`src/rtl/kb_color_pkg.sv`:
```
// Shared types, PS/2 set-2 scancode constants and the make-code to colour-index map
// for the keyboard colour selector.
package kb_color_pkg;

  typedef enum logic [1:0] {
    ST_IDLE,
    ST_EXT,
    ST_BRK,
    ST_EXT_BRK
  } st_e;

  typedef struct packed {
    logic       hit;
    logic [3:0] idx;
  } map_t;

  localparam logic [7:0] SC_E0    = 8'hE0;
  localparam logic [7:0] SC_F0    = 8'hF0;
  localparam logic [7:0] SC_ENTER = 8'h5A;
  localparam logic [7:0] SC_UP    = 8'h75;
  localparam logic [7:0] SC_DOWN  = 8'h72;

  // Element i holds the make code for colour index i (digits) or 10+i (letters).
  localparam logic [9:0][7:0] DIGIT_CODES = {
    8'h46, 8'h3E, 8'h3D, 8'h36, 8'h2E, 8'h25, 8'h26, 8'h1E, 8'h16, 8'h45
  };
  localparam logic [5:0][7:0] LETTER_CODES = {
    8'h2B, 8'h24, 8'h23, 8'h21, 8'h32, 8'h1C
  };

  function automatic map_t map_code(input logic [7:0] code);
    map_t r;
    r = '0;
    for (int i = 0; i < 10; i++)
      if (code == DIGIT_CODES[i]) r = '{hit: 1'b1, idx: 4'(i)};
    for (int i = 0; i < 6; i++)
      if (code == LETTER_CODES[i]) r = '{hit: 1'b1, idx: 4'(10 + i)};
    return r;
  endfunction

endpackage

```
`src/rtl/kb_color_decoder_if.sv`:
```
// Scan-byte in / colour-select out bundle between the PS/2 receiver and the decoder.
interface kb_color_decoder_if;
  logic       scan_valid;
  logic [7:0] scan_byte;
  logic [3:0] color_id;
  logic       confirm;
  logic       prefix_err;

  modport master (output scan_valid, scan_byte, input color_id, confirm, prefix_err);
  modport slave  (input scan_valid, scan_byte, output color_id, confirm, prefix_err);
endinterface

```
`src/rtl/kb_prefix_timer.sv`:
```
// Abandon timer for half-received prefixed codes; expire is high on the last
// cycle of the window while enabled.
module kb_prefix_timer #(
  parameter int TIMEOUT_CYCLES = 100000
) (
  input  logic clk,
  input  logic rst,
  input  logic clear,
  input  logic enable,
  output logic expire
);
  localparam int W = (TIMEOUT_CYCLES > 1) ? $clog2(TIMEOUT_CYCLES) : 1;

  logic [W-1:0] cnt;

  always_ff @(posedge clk or negedge rst) begin
    if (!rst)        cnt <= '0;
    else if (clear)  cnt <= '0;
    else if (enable) cnt <= cnt + W'(1);
  end

  assign expire = enable && (cnt == W'(TIMEOUT_CYCLES - 1));

endmodule

```
`src/rtl/kb_color_decoder.sv`:
```
// PS/2 set-2 decoder: digits/letters pick a colour, arrows step it, Enter confirms
// once per press. Stale E0/F0 prefixes are dropped after TIMEOUT_CYCLES.
module kb_color_decoder
  import kb_color_pkg::*;
#(
  parameter int TIMEOUT_CYCLES = 100000
) (
  input  logic clk,
  input  logic rst,
  kb_color_decoder_if.slave bus
);
  st_e        st, st_n;
  logic [3:0] color_q, color_n;
  logic       confirm_q, confirm_n;
  logic       held_q, held_n;
  logic       err_q, err_n;
  logic       expire;
  map_t       hit;

  assign hit = map_code(bus.scan_byte);

  kb_prefix_timer #(.TIMEOUT_CYCLES(TIMEOUT_CYCLES)) u_timer (
    .clk    (clk),
    .rst    (rst),
    .clear  (bus.scan_valid || (st == ST_IDLE)),
    .enable (st != ST_IDLE),
    .expire (expire)
  );

  always_ff @(posedge clk or negedge rst) begin
    if (!rst) begin
      st        <= ST_IDLE;
      color_q   <= '0;
      confirm_q <= 1'b0;
      held_q    <= 1'b0;
      err_q     <= 1'b0;
    end else begin
      st        <= st_n;
      color_q   <= color_n;
      confirm_q <= confirm_n;
      held_q    <= held_n;
      err_q     <= err_n;
    end
  end

  // A byte arriving on the expiry cycle takes priority over the timeout.
  always_comb begin
    st_n      = st;
    color_n   = color_q;
    confirm_n = 1'b0;
    held_n    = held_q;
    err_n     = err_q;
    if (bus.scan_valid) begin
      case (st)
        ST_IDLE: begin
          if (bus.scan_byte == SC_E0)         st_n = ST_EXT;
          else if (bus.scan_byte == SC_F0)    st_n = ST_BRK;
          else if (bus.scan_byte == SC_ENTER) begin
            confirm_n = !held_q;
            held_n    = 1'b1;
          end else if (hit.hit)               color_n = hit.idx;
        end
        ST_EXT: begin
          if (bus.scan_byte == SC_F0) st_n = ST_EXT_BRK;
          else begin
            st_n = ST_IDLE;
            if (bus.scan_byte == SC_UP)        color_n = color_q + 4'd1;
            else if (bus.scan_byte == SC_DOWN) color_n = color_q - 4'd1;
            else if (bus.scan_byte == SC_ENTER) begin
              confirm_n = !held_q;
              held_n    = 1'b1;
            end
          end
        end
        default: begin
          st_n = ST_IDLE;
          if (bus.scan_byte == SC_ENTER) held_n = 1'b0;
        end
      endcase
    end else if (expire) begin
      st_n  = ST_IDLE;
      err_n = 1'b1;
    end
  end

  assign bus.color_id   = color_q;
  assign bus.confirm    = confirm_q;
  assign bus.prefix_err = err_q;

endmodule

```
`src/flat_wrapper.sv`:
```
// flat-port wrapper written by rule: the top's interface ports become plain ports
module kb_color_decoder_flat import kb_color_pkg::*;
#(
  parameter int TIMEOUT_CYCLES = 100000
)
  (clk, rst, bus_scan_valid, bus_scan_byte, bus_color_id, bus_confirm, bus_prefix_err);
  kb_color_decoder_if bus_i ();
  input  logic clk;
  input  logic rst;
  input wire logic [$bits(bus_i.scan_valid)-1:0] bus_scan_valid;
  input wire logic [$bits(bus_i.scan_byte)-1:0] bus_scan_byte;
  output wire logic [$bits(bus_i.color_id)-1:0] bus_color_id;
  output wire logic [$bits(bus_i.confirm)-1:0] bus_confirm;
  output wire logic [$bits(bus_i.prefix_err)-1:0] bus_prefix_err;
  assign bus_i.scan_valid = bus_scan_valid;
  assign bus_i.scan_byte = bus_scan_byte;
  assign bus_color_id = bus_i.color_id;
  assign bus_confirm = bus_i.confirm;
  assign bus_prefix_err = bus_i.prefix_err;
  kb_color_decoder #(.TIMEOUT_CYCLES(TIMEOUT_CYCLES)) u_core (.clk(clk), .rst(rst), .bus(bus_i));
endmodule
```
`config.mk`:
```
export PLATFORM = sky130hd
export DESIGN_NAME = kb_color_decoder_flat
export DESIGN_NICKNAME = d
export VERILOG_FILES = /design/src/rtl/kb_color_pkg.sv /design/src/rtl/kb_color_decoder_if.sv /design/src/rtl/kb_prefix_timer.sv /design/src/rtl/kb_color_decoder.sv /design/src/flat_wrapper.sv
export SDC_FILE = /design/constraint.sdc
export NUM_CORES = 1
export LEC_CHECK = 0
export ABC_CLOCK_PERIOD_IN_PS = 2430
export CAP_MARGIN = 20
export CORE_MARGIN = 3
export CORE_UTILIZATION = 40
export DETAILED_ROUTE_END_ITERATION = 8
export PLACE_DENSITY_LB_ADDON = 0.12
export REMOVE_ABC_BUFFERS = 1
export SKIP_LAST_GASP = 1
export SYNTH_ARGS = -nofsm -noshare
export SYNTH_HDL_FRONTEND = slang
export SYNTH_SLANG_ARGS = --single-unit
export TNS_END_PERCENT = 50
```
`constraint.sdc`:
```
create_clock -name clk -period 2.43 [get_ports clk]
set_clock_uncertainty 0.15 [all_clocks]
set_input_delay 0.6075 -clock clk [delete_from_list [all_inputs] [get_ports clk]]
set_output_delay 0.6075 -clock clk [all_outputs]
set_load 0.1 [all_outputs]
```
# Yosys cells after proc, flatten, opt, wreduce, memory -nomap -nowiden

Cells that the tools add are included.

Register bits: 26
Word-level logic and storage cells: 103

Add/subtract/negate cells: 3
Eq/ne operators: 32
Multiplexer cells: 48
Bitwise operators: 1
Reductions and logical operators: 13

Operators by type and width:

| kind                  | count |
|---|---|
| $eq 8x6->1 const B    | 11 |
| $mux 5                | 16 |
| $eq 8x7->1 const B    | 5 |
| $mux 17               | 2 |
| $mux 4                | 7 |
| $eq 8x5->1 const B    | 3 |
| $add 17x1->17 const B | 1 |
| $eq 17x17->1 const B  | 1 |
| $eq 8x8->1 const B    | 2 |
| $mux 1                | 14 |
| $ne 2x2->1 const B    | 6 |
| $mux 2                | 5 |
| $pmux 4 s2            | 1 |
| $reduce_and 8->1      | 1 |
| $reduce_bool 2->1     | 4 |
| $reduce_and 7->1      | 1 |
| $add 4x1->4 const B   | 1 |
| $ne 4x4->1 const B    | 1 |
| $pmux 1 s2            | 2 |
| $pmux 2 s2            | 1 |
| $reduce_and 2->1      | 2 |
| $sub 4x1->4 const B   | 1 |
| $ne 3x1->1 const B    | 1 |
| $reduce_bool 3->1     | 1 |
| other kinds (7)       | 7 |

# Logic depth before layout (Yosys ltp)

Depth after elaboration: 22
Mapped depth: 9
Mapped depth without buffers: 8

# Cells and area by module

From an unflattened synthesis, not the netlist that was laid out.

Cell total of the unflattened synthesis: 217
Area total of the unflattened synthesis: 1895.6 µm²

By module, submodules not included:

| module           | times used | cells each | area an instance (µm²) | sequential area each (µm²) |
|---|---|---|---|---|
| kb_color_decoder | 1          | 123        | 997.2                  | 225.2 |
| kb_prefix_timer  | 1          | 94         | 898.4                  | 425.4 |

# Worst setup path after synthesis

No wires, ideal clock.

Kind: input to register
From: input port bus_scan_byte[7]
To: register u_core.color_q[3], in the netlist u_core.bus.color_id[3]
Library setup time: 0.094 ns
Arrival: 2.628 ns
Setup slack: -0.442 ns
Stages on the path: 9
Path through: buf_6 > nand2b_1 > or4_1 > ha_1 > a21o_1 > a21oi_1 > xnor2_1 > a32o_1 > a211oi_1

Longest elaborated chain between the ends: 21
Elaborated cells between the ends (all ways): 51

RTL lines:

| what                 | RTL line               | RTL |
|---|---|---|
| start, declared      | flat_wrapper.sv:11     | `input wire logic [$bits(bus_i.scan_byte)-1:0] bus_scan_byte;` |
| $eq 8x5->1           | kb_color_pkg.sv:35     | `if (code == DIGIT_CODES[i]) r = '{hit: 1'b1, idx: 4'(i)};` |
| $mux 5 (9 in series) | kb_color_pkg.sv:35     |  |
| $mux 5 (6 in series) | kb_color_pkg.sv:37     | `if (code == LETTER_CODES[i]) r = '{hit: 1'b1, idx: 4'(10 + i)};` |
| $mux 4               | kb_color_decoder.sv:61 | `end else if (hit.hit) color_n = hit.idx;` |
| $mux 4               | kb_color_decoder.sv:58 | `else if (bus.scan_byte == SC_ENTER) begin` |
| $mux 4               | kb_color_decoder.sv:57 | `else if (bus.scan_byte == SC_F0) st_n = ST_BRK;` |
| $mux 4               | kb_color_decoder.sv:56 | `if (bus.scan_byte == SC_E0) st_n = ST_EXT;` |
| $pmux 4 s2           | kb_color_decoder.sv:54 | `case (st)` |
| end signal, assigned | kb_color_decoder.sv:39 | `color_q <= color_n;` |
| end, declared        | kb_color_decoder.sv:13 | `logic [3:0] color_q, color_n;` |

Several ways; a longest one is shown, not always the timed one. The select of a mux whose other input is x is not followed.
A chain may end at the register's enable or synchronous reset.

# Worst setup path after layout

From: input port bus_scan_byte[1]
To: register u_core.color_q[3], in the netlist u_core.bus.color_id[3]

Same word-level chain as after synthesis.

==> impl_metrics.json <==
{
  "placed_cell_area_mm2": 0.00227,
  "synth_top_family_by_area": "simple AND/OR/NAND/NOR gates",
  "period_share": 1.00,
  "start_util": 0.423,
  "avgRoutedWirePerCell_um": 15.6,
  "required_ps": 2470,
  "cts-root-buf": "clkbuf_8",
  "status": "finished, violations left",
  "drive_gt1_frac": 0.332,
  "core_mm2": 0.00447,
  "num_vias": 1689,
  "grt_pass1_vias": 1760,
  "muxShareOfSynthArea": 0.0264,
  "synth_warnings": 0,
  "comb_power_share": 0.281,
  "cts_tree": "done",
  "synth_xor_area_frac": 0.0878,
  "critPathCaptureType": "flop",
  "drv_slew": 0,
  "gp_congestion": 0.928,
  "die_h_um": 74.8,
  "fin_tns_setup_ps": -9.32,
  "via_per_inst": 5.48,
  "whs_ps": 303,
  "overflow": 0,
  "finalNonFillerCells": 308,
  "arrival_ps": 2480,
  "ant_nets": 0,
  "syn_avg_cell_area_um2": 9.33,
  "p_per_area_mw_per_mm2": 453,
  "nNetsFinal": 272,
  "crit_path_start_kind": "input port",
  "die_width_um": 74.8,
  "path_cells": "buf_6, nand2b_4, or4_4, ha_4, a21o_1, a21oi_2, xnor2_2, buf_4, o2bb2ai_4, a211oi_2",
  "clkPwrFrac": 0.316,
  "synth_cell_types": 57,
  "maxCapViolCount": 0,
  "grt_pass1_wl_um": 8010,
  "clock-sinks": 26,
  "critPathKind": "input port to flop",
  "die-area_mm2": 0.00560,
  "clkTransAtPathRegs_ps": 90,
  "rsz0062_at_grt": "yes",
  "ir_worst_vdd_mv": 0.238,
  "cts_buffer_depth": 2,
  "grt.total_usage": 0.184,
  "path_max_fanout": 2,
  "ys.flop_type": "dfrtp_1",
  "p_int_uw": 802,
  "slowest_stage": "or4_4",
  "portBuffers": 16,
  "leakage_nw": 1.04,
  "hold_path.startpoint": "u_core.held_q$_DFFE_PN0P_",
  "p_total_mw": 1.14,
  "dp_hpwl_um": 3380,
  "timing.slew.headroom": 0.673,
  "synthAdderAreaFrac": 0.0304,
  "fmax_mhz": 410,
  "yosys.area_share.simple": 0.287,
  "synthArstFlopShare": 1.00,
  "critPathMaxStageDelay_ps": 570,
  "cts_buffers": 3,
  "switchingPower_uw": 338,
  "drc": 0,
  "syn_to_final_growth_pct": 32.9,
  "grt_max_degree": 27,
  "fin_area_mm2": 0.00252,
  "syn_inst": 203,
  "setup_viol": 1,
  "violations": "negative setup slack",
  "routed_wl_um": 4800,
  "fin_ws_ps": -9.32,
  "tightest_slew_ps": 488,
  "hold_path_depth": 1,
  "synth-seq-area-share": 0.343,
  "boundaryPins": 17,
  "r2r_start": "u_core.u_timer.cnt[13]$_DFFE_PN0P_",
  "drtPass1Iterations": 4,
  "n_antenna_cell": 0,
  "p_sw_frac": 0.297,
  "dr.first_iter.drc_count": 99,
  "antenna_found_initial": 0,
  "ys_seq_elements": 26,
  "syn_area_mm2": 0.00189,
  "hold_buffers": 0,
  "htreeDepth": 1,
  "insertion_delay_ps": 270,
  "num_rows": 24,
  "r2r_cells": 5,
  "holdCritPathClass": "flop to flop",
  "synth_compound_area_frac": 0.167,
  "synth_edf_count": 0,
  "period_minus_slack_ps": 2440,
  "setup.worst_path.start": "bus_scan_byte[1]",
  "p_seq_frac": 0.404,
  "finalHoldViolations": 0,
  "dp_cells": 292
}
[power groups by stage]
stage	combinational (mW)	sequential (mW)	clock [mW]
2_1_floorplan	0.0935	0.526	0
3_5_place_dp	0.271	0.467	0
4_1_cts	0.304	0.460	0.371
5_1_grt	0.341	0.463	0.391
6_report	0.320	0.460	0.360
3_3_place_gp	0.267	0.466	0
[registers in the layout, summed over array words and instances (netlist names)]
| register | flops |
|---|---|
| u_core.u_timer.cnt | 17 |
| u_core.bus.color_id | 4 |
| u_core.st | 2 |
| u_core.bus.confirm | 1 |
| u_core.bus.prefix_err | 1 |
| u_core.held_q | 1 |
[path summary, 6_finish.rpt]
check / end / slack (ps)
setup / recovery: u_core.bus.color_id[3]$_DFFE_PN0P_ / -9
hold / removal: u_core.bus.confirm$_DFF_PN0_ / 300
setup reg to reg: u_core.st[0]$_DFFE_PN0P_ / 450
hold reg to reg: u_core.bus.confirm$_DFF_PN0_ / 300
max in group asynchronous: u_core.u_timer.cnt[8]$_DFFE_PN0P_ / 1330
min in group asynchronous: u_core.bus.color_id[1]$_DFFE_PN0P_ / 540
[timing repair]
| action | in CTS | in global routing |
|---|---|---|
| pin swaps | 10 | 7 |
| buffers inserted | 11 | 1 |
| gates resized for setup | 41 | 5 |
| setup endpoints to repair | 4 | 4 |
[stage by stage]
step,setup slack (ps),util
after detailed placement,-810,0.508
after CTS,8.77,0.558
after global routing,-77.8,0.563
after floorplan,-321,-
after global placement,-738,0.508
final,-9.32,0.563
[cell type report]
| class | count | area, µm² |
|---|---|---|
| Clock buffer | 3 | 41.3 |
| Clock inverter | 1 | 30.0 |
| Fill cell | 407 | 1960 |
| Inverter | 12 | 45.0 |
| Multi-Input combinational cell | 155 | 1220 |
| Sequential cell | 26 | 651 |
| Tap cell | 52 | 65.1 |
| Timing Repair Buffer | 59 | 462 |
[synth_stat cells, drive strengths merged (2+ instances only)]
library cell | n | share of area
xnor2 | 8 | 0.037
nor2 | 24 | 0.048
o21ai | 7 | 0.018
a21oi | 6 | 0.016
ha | 3 | 0.020
nand4 | 5 | 0.017
and3b | 2 | 0.0092
dfrtp | 26 | 0.34
o41ai | 2 | 0.0092
a22oi | 3 | 0.012
nand3b | 2 | 0.015
or4b | 2 | 0.011
a31oi | 4 | 0.021
nor4 | 6 | 0.020
nand2b | 8 | 0.026
buf | 8 | 0.030
or4 | 2 | 0.0079
a32oi | 2 | 0.0092
mux2i | 2 | 0.011
clkbuf | 2 | 0.0040
mux2 | 2 | 0.016
a2111oi | 2 | 0.029
xor2 | 11 | 0.051
or3 | 3 | 0.0099
nand3 | 6 | 0.016
or3b | 2 | 0.011
nor2b | 2 | 0.0066
inv | 12 | 0.024
nor3 | 3 | 0.011
o22ai | 4 | 0.013
nand2 | 13 | 0.026
[cells by family (layout without fill, tap and decap cells)]
family / Yosys count / in the layout
adder cells (fa/ha/maj): 4 / 4
buffers and inverters: 22 / 75
XOR/XNOR: 19 / 19
AND/OR/NAND/NOR: 90 / 90
multiplexers: 4 / 4
AO/OA/AOI/OAI: 38 / 38
flip-flops: 26 / 26
[layer usage]
metal  track usage  wire [µm]
met2         0.340       2420
met4        0.0652         67
met3        0.0227        117
met1         0.218       2190
met5             0          0
[worst max-delay path: cells and delay by family]
family,cells,cell delay (ps)
XOR/XNOR,1,140
AND/OR/NAND/NOR,2,700
AO/OA/AOI/OAI,4,570
buffers and inverters,2,240
adder cells (fa/ha/maj),1,230
[placed cells by master (no fill, tap or decap), types with 2 or more instances in the layout]
| cell type | netlist | final |
|---|---|---|
| a2111oi_4 | 2 | 2 |
| a22oi_1 | 3 | 3 |
| nor4_1 | 6 | 6 |
| and3b_1 | 2 | 2 |
| buf_2 | 3 | 4 |
| buf_6 | 1 | 5 |
| ha_4 | 0 | 2 |
| or4b_1 | 2 | 2 |
| dfrtp_1 | 26 | 26 |
| nand2_1 | 13 | 13 |
| a21oi_1 | 6 | 5 |
| nand2b_1 | 8 | 5 |
| xnor2_1 | 8 | 7 |
| nor3_1 | 2 | 2 |
| o22ai_1 | 4 | 4 |
| nand4_1 | 5 | 5 |
| xor2_1 | 11 | 11 |
| clkbuf_8 | 0 | 3 |
| clkdlybuf4s15_2 | 0 | 2 |
| buf_4 | 4 | 45 |
| clkdlybuf4s50_1 | 0 | 2 |
| o41ai_1 | 2 | 2 |
| a32oi_1 | 2 | 2 |
| nor2b_1 | 2 | 2 |
| mux2i_1 | 2 | 2 |
| a31oi_1 | 3 | 3 |
| mux2_4 | 2 | 2 |
| nor2_1 | 24 | 24 |
| nand2b_4 | 0 | 3 |
| o21ai_1 | 2 | 2 |
| inv_1 | 12 | 12 |
| nand3_1 | 6 | 6 |
| o21ai_0 | 5 | 5 |
| or3_1 | 3 | 3 |
Note: power is estimated with default switching activity, not from simulation.
==> patch, RTL diff (same settings) <==
Encoding of `st_e`: now one-hot (4 bits for 4 values).
--- a/src/rtl/kb_color_pkg.sv
+++ b/src/rtl/kb_color_pkg.sv
@@ -2,11 +2,11 @@
 // for the keyboard colour selector.
 package kb_color_pkg;
 
-  typedef enum logic [1:0] {
-    ST_IDLE,
-    ST_EXT,
-    ST_BRK,
-    ST_EXT_BRK
+  typedef enum logic [3:0] {
+    ST_IDLE    = 4'b0001,
+    ST_EXT     = 4'b0010,
+    ST_BRK     = 4'b0100,
+    ST_EXT_BRK = 4'b1000
   } st_e;
 
   typedef struct packed {
Function: no difference found for any inputs over 10 cycles, from zero or initial values and one cycle with rst low; not proved beyond that.
==> patch against the original RTL <==
The run still ends with setup timing left. Design area up 0.94%. Sequential cell count grew 2. Power fell by 2.0%. Critical path type unchanged. Area after synthesis is 1.3% higher. Routed wire length up 1.1%. Synthesized cell count increased by 1.5%. Setup slack worse by 0.10 ns. Global-route usage is 0.75 points higher.
==> patch: results (changes against the original RTL) <==
.. list-table::
   :header-rows: 1

   * - Metric
     - Value
   * - Result of the run
     - complete, but fails checks
   * - Violated checks
     - setup timing
   * - Met3 Use GR
     - 0.0294 (+0.00668)
   * - Static leakage
     - 0.00106 µW (+2.5%)
   * - M1 WL
     - 2.23 mm (+1.6%)
   * - Total length of routed met2 wires
     - 2.46 mm (+1.4%)
   * - Dominant cells by area after synthesis
     - dfrtp_1 35%, nor2_1 4.3%, xor2_1 4.1%
   * - Maximum VDD drop
     - 0.000279 V (+17%)
   * - Number of setup violations in the final report
     - 2 (+1)
   * - Worst hold slack
     - 0.298 ns (-0.00513 ns)
   * - Post-synthesis sequential area ratio
     - 0.366 (+0.0222)
   * - Netlist cell types
     - 58 (+1.8%)
   * - R2R Path Start
     - u_core.st[3]
   * - Master of the slowest instance on the critical path
     - or4bb_4
   * - Met3 wire len
     - 131 µm (+12%)
   * - Data arrival time of the critical path
     - 2.56 ns (+0.08 ns)
   * - Start point of the critical path
     - bus_scan_byte[7]
   * - Place WS
     - -0.845 ns (-0.0350 ns)
   * - Pin count of the biggest net entering global routing
     - 29 (+7.4%)
   * - Last weighted congestion value of the routability-driven placer
     - 0.850 (-8.3%)
   * - Actual slew at the worst max-slew pin
     - 0.563 ns (+0.0754 ns)
   * - TritonCTS Buffers
     - 3 (unchanged)
   * - Iteration-0 DRC count of the detailed router
     - 119 (+20%)
   * - Total via count in the routed design
     - 1,777 (+5.2%)
   * - FFs w/ async S/R, synth
     - 1.00 (unchanged)
   * - Placed wire-length estimate
     - 3.67 mm (+8.4%)
   * - Met2 layer usage reported by global route
     - 0.333 (-0.00682)
   * - Wire length of the first global-routing pass
     - 8.39 mm (+4.7%)
   * - Number of nets in the layout
     - 275 (+1.1%)
   * - Setup TNS after final layout
     - -0.191 ns (-0.182 ns)
   * - Cell family contributing the most delay on the critical path
     - simple AND/OR/NAND/NOR gates
   * - Met1 demand-to-capacity share in global routing
     - 0.253 (+0.0357)
   * - Cell types with the highest counts after synthesis
     - 27 x dfrtp_1, 22 x nor2_1, 13 x nand2_1
   * - Reg2reg path depth
     - 6 (+1)
   * - Clock-pin slew on the worst setup and hold paths
     - 0.09 ns (about the same)
   * - Count of non-filler cells in the finished layout
     - 311 (+0.97%)
   * - Crit path setup slack, layout
     - -0.110 ns (-0.101 ns)
   * - Cell total after placement
     - 303 (+3.8%)
   * - Overall fraction of global-route tracks in use
     - 0.191 (+0.00752)
   * - Average size of a mapped cell
     - 9.32 µm² (-0.15%)
==> patch: what timing repair did <==
action                                  in CTS  in global routing
setup buffers                                4                  0
gates resized for setup                     31                  9
pin swaps                                    9                  8
endpoints found under the setup margin       4                  4
==> patch: logic make-up after synthesis <==
group                      share of synthesized area
AOI/OAI and AO/OA                              0.162
xor gates and xnor gates                      0.0776
adders and majority gates                     0.0300
buffers and inverters                         0.0267
DFF                                            0.366
muxes                                         0.0248
and+or+nand+nor                                0.313
==> patch: layout make-up <==
cell class	count	area [µm²]
fill	394	1960
multi-input combinational	166	1230
sequential	28	702
timing repair buffer	59	469
tap	52	65.1
clock buffer	3	41.3
clock inverter	1	30.0
inverter	2	7.51
==> patch: through the flow <==
stage                     area [µm²]  utilization
after global placement          2380        0.528
final                           2540        0.564
after detailed placement        2380        0.528
after floorplan                 1880            -
after global routing            2540        0.564
after CTS                       2500        0.555
==> patch: power breakdown <==
group	switching, µW	internal (µW)	total [µW]
Sequential	14.2	475	490
Combinational	157	108	265
Clock	143	220	363
